[src/rtl/timeout_retry_ctrl.sv]
// ---------------------------------------------------------------------------
// timeout_retry_ctrl
//
// Supervises one operation at a time against an external timeout counter.
// An operation starts from IDLE, is watched in ARMED, and on each timeout is
// either retried (RETRY handshake, then a fixed BACKOFF wait before re-arming)
// or, once the retry budget is spent, parked in FAIL until software clears it.
//
// Parameters
//   MAX_RETRY     retries allowed before a timeout sends the FSM to FAIL
//   BACKOFF_CYC   cycles spent in BACKOFF after a retry handshake (0 acts as 1)
//
// Ports
//   clk            rising-edge clock
//   rst            asynchronous active-high reset
//   start          begin monitoring an operation (honoured only in IDLE)
//   timeout_pulse  single-cycle timeout from the upstream counter
//   ack            operation completed successfully
//   retry_ready    consumer accepts the retry request
//   fail_clr       leave FAIL and return to IDLE
//   cnt_clr        single-cycle clear request to the upstream timeout counter
//   retry_req      retry request (valid half of the handshake)
//   retry_cnt      retries issued for the current operation
//   ok_pulse       single-cycle success indication
//   fail           retry budget exhausted (level)
//   busy           high in ARMED, RETRY and BACKOFF
//   state          encoded FSM state: IDLE=0 ARMED=1 RETRY=2 BACKOFF=3 FAIL=4
// ---------------------------------------------------------------------------
module timeout_retry_ctrl #(
    parameter logic [3:0] MAX_RETRY   = 4'd3,
    parameter logic [7:0] BACKOFF_CYC = 8'd8
) (
    input  logic       clk,
    input  logic       rst,
    input  logic       start,
    input  logic       timeout_pulse,
    input  logic       ack,
    input  logic       retry_ready,
    input  logic       fail_clr,
    output logic       cnt_clr,
    output logic       retry_req,
    output logic [3:0] retry_cnt,
    output logic       ok_pulse,
    output logic       fail,
    output logic       busy,
    output logic [2:0] state
);

    typedef enum logic [2:0] {
        ST_IDLE    = 3'd0,
        ST_ARMED   = 3'd1,
        ST_RETRY   = 3'd2,
        ST_BACKOFF = 3'd3,
        ST_FAIL    = 3'd4
    } state_t;

    // The counter runs down to zero inclusive, so loading N-1 yields N cycles.
    // A zero setting is clamped to a single BACKOFF cycle.
    localparam logic [7:0] BACKOFF_LOAD =
        (BACKOFF_CYC == 8'd0) ? 8'd0 : (BACKOFF_CYC - 8'd1);

    state_t     state_r;
    logic [7:0] backoff_cnt;

    always_ff @(posedge clk or posedge rst) begin
        if (rst) begin
            state_r     <= ST_IDLE;
            retry_cnt   <= 4'd0;
            backoff_cnt <= 8'd0;
            cnt_clr     <= 1'b0;
            retry_req   <= 1'b0;
            ok_pulse    <= 1'b0;
            fail        <= 1'b0;
        end else begin
            // Pulse outputs fall back to zero unless a transition raises them.
            cnt_clr  <= 1'b0;
            ok_pulse <= 1'b0;

            case (state_r)
                ST_IDLE: begin
                    if (start) begin
                        state_r   <= ST_ARMED;
                        retry_cnt <= 4'd0;
                        cnt_clr   <= 1'b1;
                    end
                end

                ST_ARMED: begin
                    // Completion wins over a timeout arriving in the same cycle.
                    if (ack) begin
                        state_r  <= ST_IDLE;
                        ok_pulse <= 1'b1;
                    end else if (timeout_pulse) begin
                        if (retry_cnt < MAX_RETRY) begin
                            state_r   <= ST_RETRY;
                            retry_req <= 1'b1;
                        end else begin
                            state_r <= ST_FAIL;
                            fail    <= 1'b1;
                        end
                    end
                end

                ST_RETRY: begin
                    // retry_req stays high until the consumer takes it.
                    if (retry_ready) begin
                        state_r     <= ST_BACKOFF;
                        retry_req   <= 1'b0;
                        backoff_cnt <= BACKOFF_LOAD;
                        if (retry_cnt < MAX_RETRY) begin
                            retry_cnt <= retry_cnt + 4'd1;
                        end
                    end
                end

                ST_BACKOFF: begin
                    if (backoff_cnt == 8'd0) begin
                        state_r <= ST_ARMED;
                        cnt_clr <= 1'b1;
                    end else begin
                        backoff_cnt <= backoff_cnt - 8'd1;
                    end
                end

                ST_FAIL: begin
                    if (fail_clr) begin
                        state_r   <= ST_IDLE;
                        fail      <= 1'b0;
                        retry_cnt <= 4'd0;
                    end
                end

                default: begin
                    // Unreachable encodings recover to a clean IDLE.
                    state_r   <= ST_IDLE;
                    retry_req <= 1'b0;
                    fail      <= 1'b0;
                    retry_cnt <= 4'd0;
                end
            endcase
        end
    end

    assign state = state_r;
    assign busy  = (state_r != ST_IDLE) && (state_r != ST_FAIL);

endmodule

[config.mk]
export PLATFORM = sky130hd
export DESIGN_NAME = timeout_retry_ctrl
export DESIGN_NICKNAME = d
export VERILOG_FILES = /design/src/rtl/timeout_retry_ctrl.sv
export SDC_FILE = /design/constraint.sdc
export NUM_CORES = 1
export LEC_CHECK = 0
export CAP_MARGIN = 10
export CORE_UTILIZATION = 35
export CTS_CLUSTER_SIZE = 20
export DETAILED_ROUTE_END_ITERATION = 6
export GPL_TIMING_DRIVEN = 0
export SLEW_MARGIN = 20
export SYNTH_ARGS = -nofsm -noshare
export SYNTH_HDL_FRONTEND = slang
export SYNTH_SLANG_ARGS = --single-unit
[constraint.sdc]
create_clock -name clk -period 4.25 [get_ports clk]
set_clock_uncertainty 0.2 [all_clocks]
set_input_delay 0.6375 -clock clk [delete_from_list [all_inputs] [get_ports clk]]
set_output_delay 0.6375 -clock clk [all_outputs]
set_load 0.03 [all_outputs]
==> results.tsv <==
stage	metric	value	unit
run_status	status	finished, final reports clean	
grt	grt_use_total	0.153	
floorplan	initial_core_util	0.383	
floorplan	row_count	19	
clocking	path_clk_slew	0.11	ns
setup_path	required	3.41	ns
drt	drt_iter0_drc	18	
layout	areaGrowthSynthToFinish	22.5	%
drt	routed_wl	2.26	mm
drt	viasPerCell	5.40	
placement	dpl_cell_area	1310	µm²
setup_path	critPathLaunchType	register	
min_path	hold_path_class	reg -> reg	
placement	dp_slack	1.84	ns
power_and_ir_drop	p_leak	0.616	nW
setup_path	worst-path-max-fanout	10	
floorplan	die_h	57.9	µm
setup_path	endpoint	busy	
timing	timing.final.max_slew_violations	0	
clocking	cts-resized-gates	0	
synthesis	synthCells	114	
setup_path	r2r_slack	2.15	ns
synthesis	ys.warnings.count	0	
grt	grt_pass1_vias	874	
drt	vias	901	
clocking	cts-buffers-inserted	3	
grt	antenna_found_initial	0	
setup_path	r2r-end	retry_cnt[1]	
clocking	cts_tree	yes	
placement	hpwl	1.67	mm
clocking	clockBufferDepth	2	
timing	hold_viol	0	
synthesis	ys_seq_elements	19	
timing	worst_pin_slew	0.745	ns
setup_path	crit_type	reg -> out	
floorplan	ios	19	
layout	nets	147	
drt	postRouteAntennaNets	0	
synthesis	syn_area	1090	µm²
placement	io_buffers	18	
synthesis	ys_seq_area_frac	0.435	
layout	fillers	288	
synthesis	synth_area_per_cell	9.59	µm²
drt	routedWlPerCell	13.5	µm
setup_path	r2r_cells	4	
setup_path	critPathLaunch	state[1]	
layout	final_cells	167	
clocking	hold_buffers	0	
layout	post-route-util	0.470	
timing	period_share	0.648	
layout	antennaDiodeCount	0	
drt	drc	0	
setup_path	end_kind	output port	
timing	period_minus_slack	2.75	ns
floorplan	core_area	2850	µm²
synthesis	syn_nets	124	
placement	dp.cells	163	
timing	grt_setup_unrepaired	no	
timing	fmax	363	MHz
power_and_ir_drop	cellPowerDensity	585	nW/µm²
power_and_ir_drop	peakVddDrop	267	µV
grt	grt_overflow	0	
layout	drive_gt1_frac	0.0882	
timing	finalSetupViolCount	0	
flow_run	cap_violations	0	
synthesis	synth_cell_types	37	
clocking	h-tree-depth	1	
clocking	post-cts-setup-buffers	0	
clocking	clockRootBuffer	clkbuf_4	
clocking	cts_sinks	19	
timing	maxSlewHeadroom	0.503	
placement	routabilityCongestion	0.785	
timing	setup_ws	1.50	ns
layout	design_area	1340	µm²
clocking	clk_latency	0.30	ns
grt	grt_max_degree	20	
floorplan	die_w	57.9	µm
setup_path	r2r-start	retry_cnt[0]	
drt	firstDrtPassIters	4	
grt	grt_pass1_wl	3.88	mm
floorplan	dieArea	3350	µm²
setup_path	arrival	1.92	ns
timing	final.setup.tns	0	ns
-- flip-flops by register name, summed over array words and instances, names as in the netlist --
| name | flops |
|---|---|
| state | 3 |
| retry_cnt | 4 |
| ok_pulse | 1 |
| cnt_clr | 1 |
| backoff_cnt | 8 |
| fail | 1 |
| retry_req | 1 |
-- layer usage --
metal | vias up | global-route usage | routed length, µm
met5 | - | 0 | 0
met2 | 17 | 0.236 | 1030
met3 | 4 | 0.0223 | 83
met4 | 0 | 0.0714 | 42
li1 | 448 | - | -
met1 | 432 | 0.213 | 1110
-- Yosys cell counts --
master / count / area (µm²)
a21o_1: 1 / 7.51
o21a_1: 1 / 7.51
o21ai_1: 1 / 5.00
nor2_1: 9 / 33.8
nand4b_1: 1 / 8.76
inv_1: 6 / 22.5
o22a_1: 1 / 8.76
or3_1: 3 / 18.8
a21oi_1: 6 / 30.0
o22ai_1: 1 / 6.26
nand2_1: 11 / 41.3
o21ai_0: 4 / 20.0
nand2b_1: 4 / 25.0
dfrtp_1: 19 / 475
nor3_1: 2 / 10.0
o211ai_1: 1 / 7.51
nor2b_4: 1 / 13.8
nand4_1: 1 / 6.26
or4_1: 2 / 15.0
or2_2: 1 / 6.26
a221oi_1: 1 / 8.76
buf_6: 4 / 45.0
and4_4: 1 / 11.3
nor4_2: 1 / 12.5
nor3b_1: 2 / 15.0
ha_1: 3 / 37.5
nor4_1: 2 / 12.5
mux2i_1: 5 / 50.1
nand3_1: 3 / 15.0
a21boi_1: 3 / 22.5
and3_1: 1 / 6.26
and2_1: 3 / 18.8
mux2_1: 2 / 22.5
clkbuf_1: 1 / 3.75
o31ai_1: 3 / 22.5
nor2b_1: 2 / 12.5
nand3b_1: 1 / 7.51
-- power by group --
part / switching [mW] / internal (mW)
clock network: 0.0574 / 0.0351
logic: 0.217 / 0.185
registers: 0.0541 / 0.235
-- how the worst min path moves through the flow --
stage / from / slack [ns] / depth (start not counted) / to
4_1_cts: retry_cnt[2] / 0.33 / 1 / retry_cnt[2]
5_1_grt: retry_cnt[2] / 0.34 / 1 / retry_cnt[2]
3_3_place_gp: retry_cnt[3] / 0.29 / 1 / retry_cnt[3]
3_5_place_dp: retry_cnt[2] / 0.30 / 1 / retry_cnt[2]
2_1_floorplan: backoff_cnt[7] / 0.31 / 2 / backoff_cnt[7]
6_report: retry_cnt[2] / 0.32 / 1 / retry_cnt[2]
-- critical path: stages (launching register included) --
cell             delay [ns]
dfrtp_1                0.40
clkbuf_1               0.34
nor2_1                 0.11
inv_1                  0.10
clkdlybuf4s50_1        0.67
-- metrics by stage --
stage | total power [mW] | hold slack (ns)
global placement | 0.690 | 0.293
finish | 0.784 | 0.322
CTS | 0.796 | 0.330
floorplan | 0.579 | 0.310
global route | 0.853 | 0.344
detailed placement | 0.699 | 0.301
-- layout make-up --
cell class	count	area (µm²)	area share
clock buffers	3	22.5	0.0168
flip-flops and latches	19	475	0.355
repair buffers	18	180	0.134
multi-input cells	84	547	0.408
inverters	6	22.5	0.0168
well taps	31	38.8	0.0289
plain buffers	5	48.8	0.0364
clock inverters	1	5.00	0.00373
-- logic make-up after synthesis --
logic type | after synthesis | share of synthesized area
compound gates | 23 | 0.134
fa+ha+maj | 3 | 0.0343
buf+inv | 11 | 0.0652
flops | 19 | 0.435
mux | 7 | 0.0664
simple gates | 51 | 0.265
-- cells in the final DEF, fill, tap and decap left out, types with 3 or more instances in the layout --
| cell | instances |
|---|---|
| a21boi_1 | 3 |
| a21oi_1 | 6 |
| and2_1 | 3 |
| buf_6 | 4 |
| clkbuf_4 | 3 |
| clkdlybuf4s50_1 | 18 |
| dfrtp_1 | 19 |
| ha_1 | 3 |
| inv_1 | 6 |
| mux2i_1 | 5 |
| nand2_1 | 11 |
| nand2b_1 | 4 |
| nand3_1 | 3 |
| nor2_1 | 9 |
| o21ai_0 | 4 |
| o31ai_1 | 3 |
| or3_1 | 3 |
No activity file was read; power rests on OpenSTA's default activity.
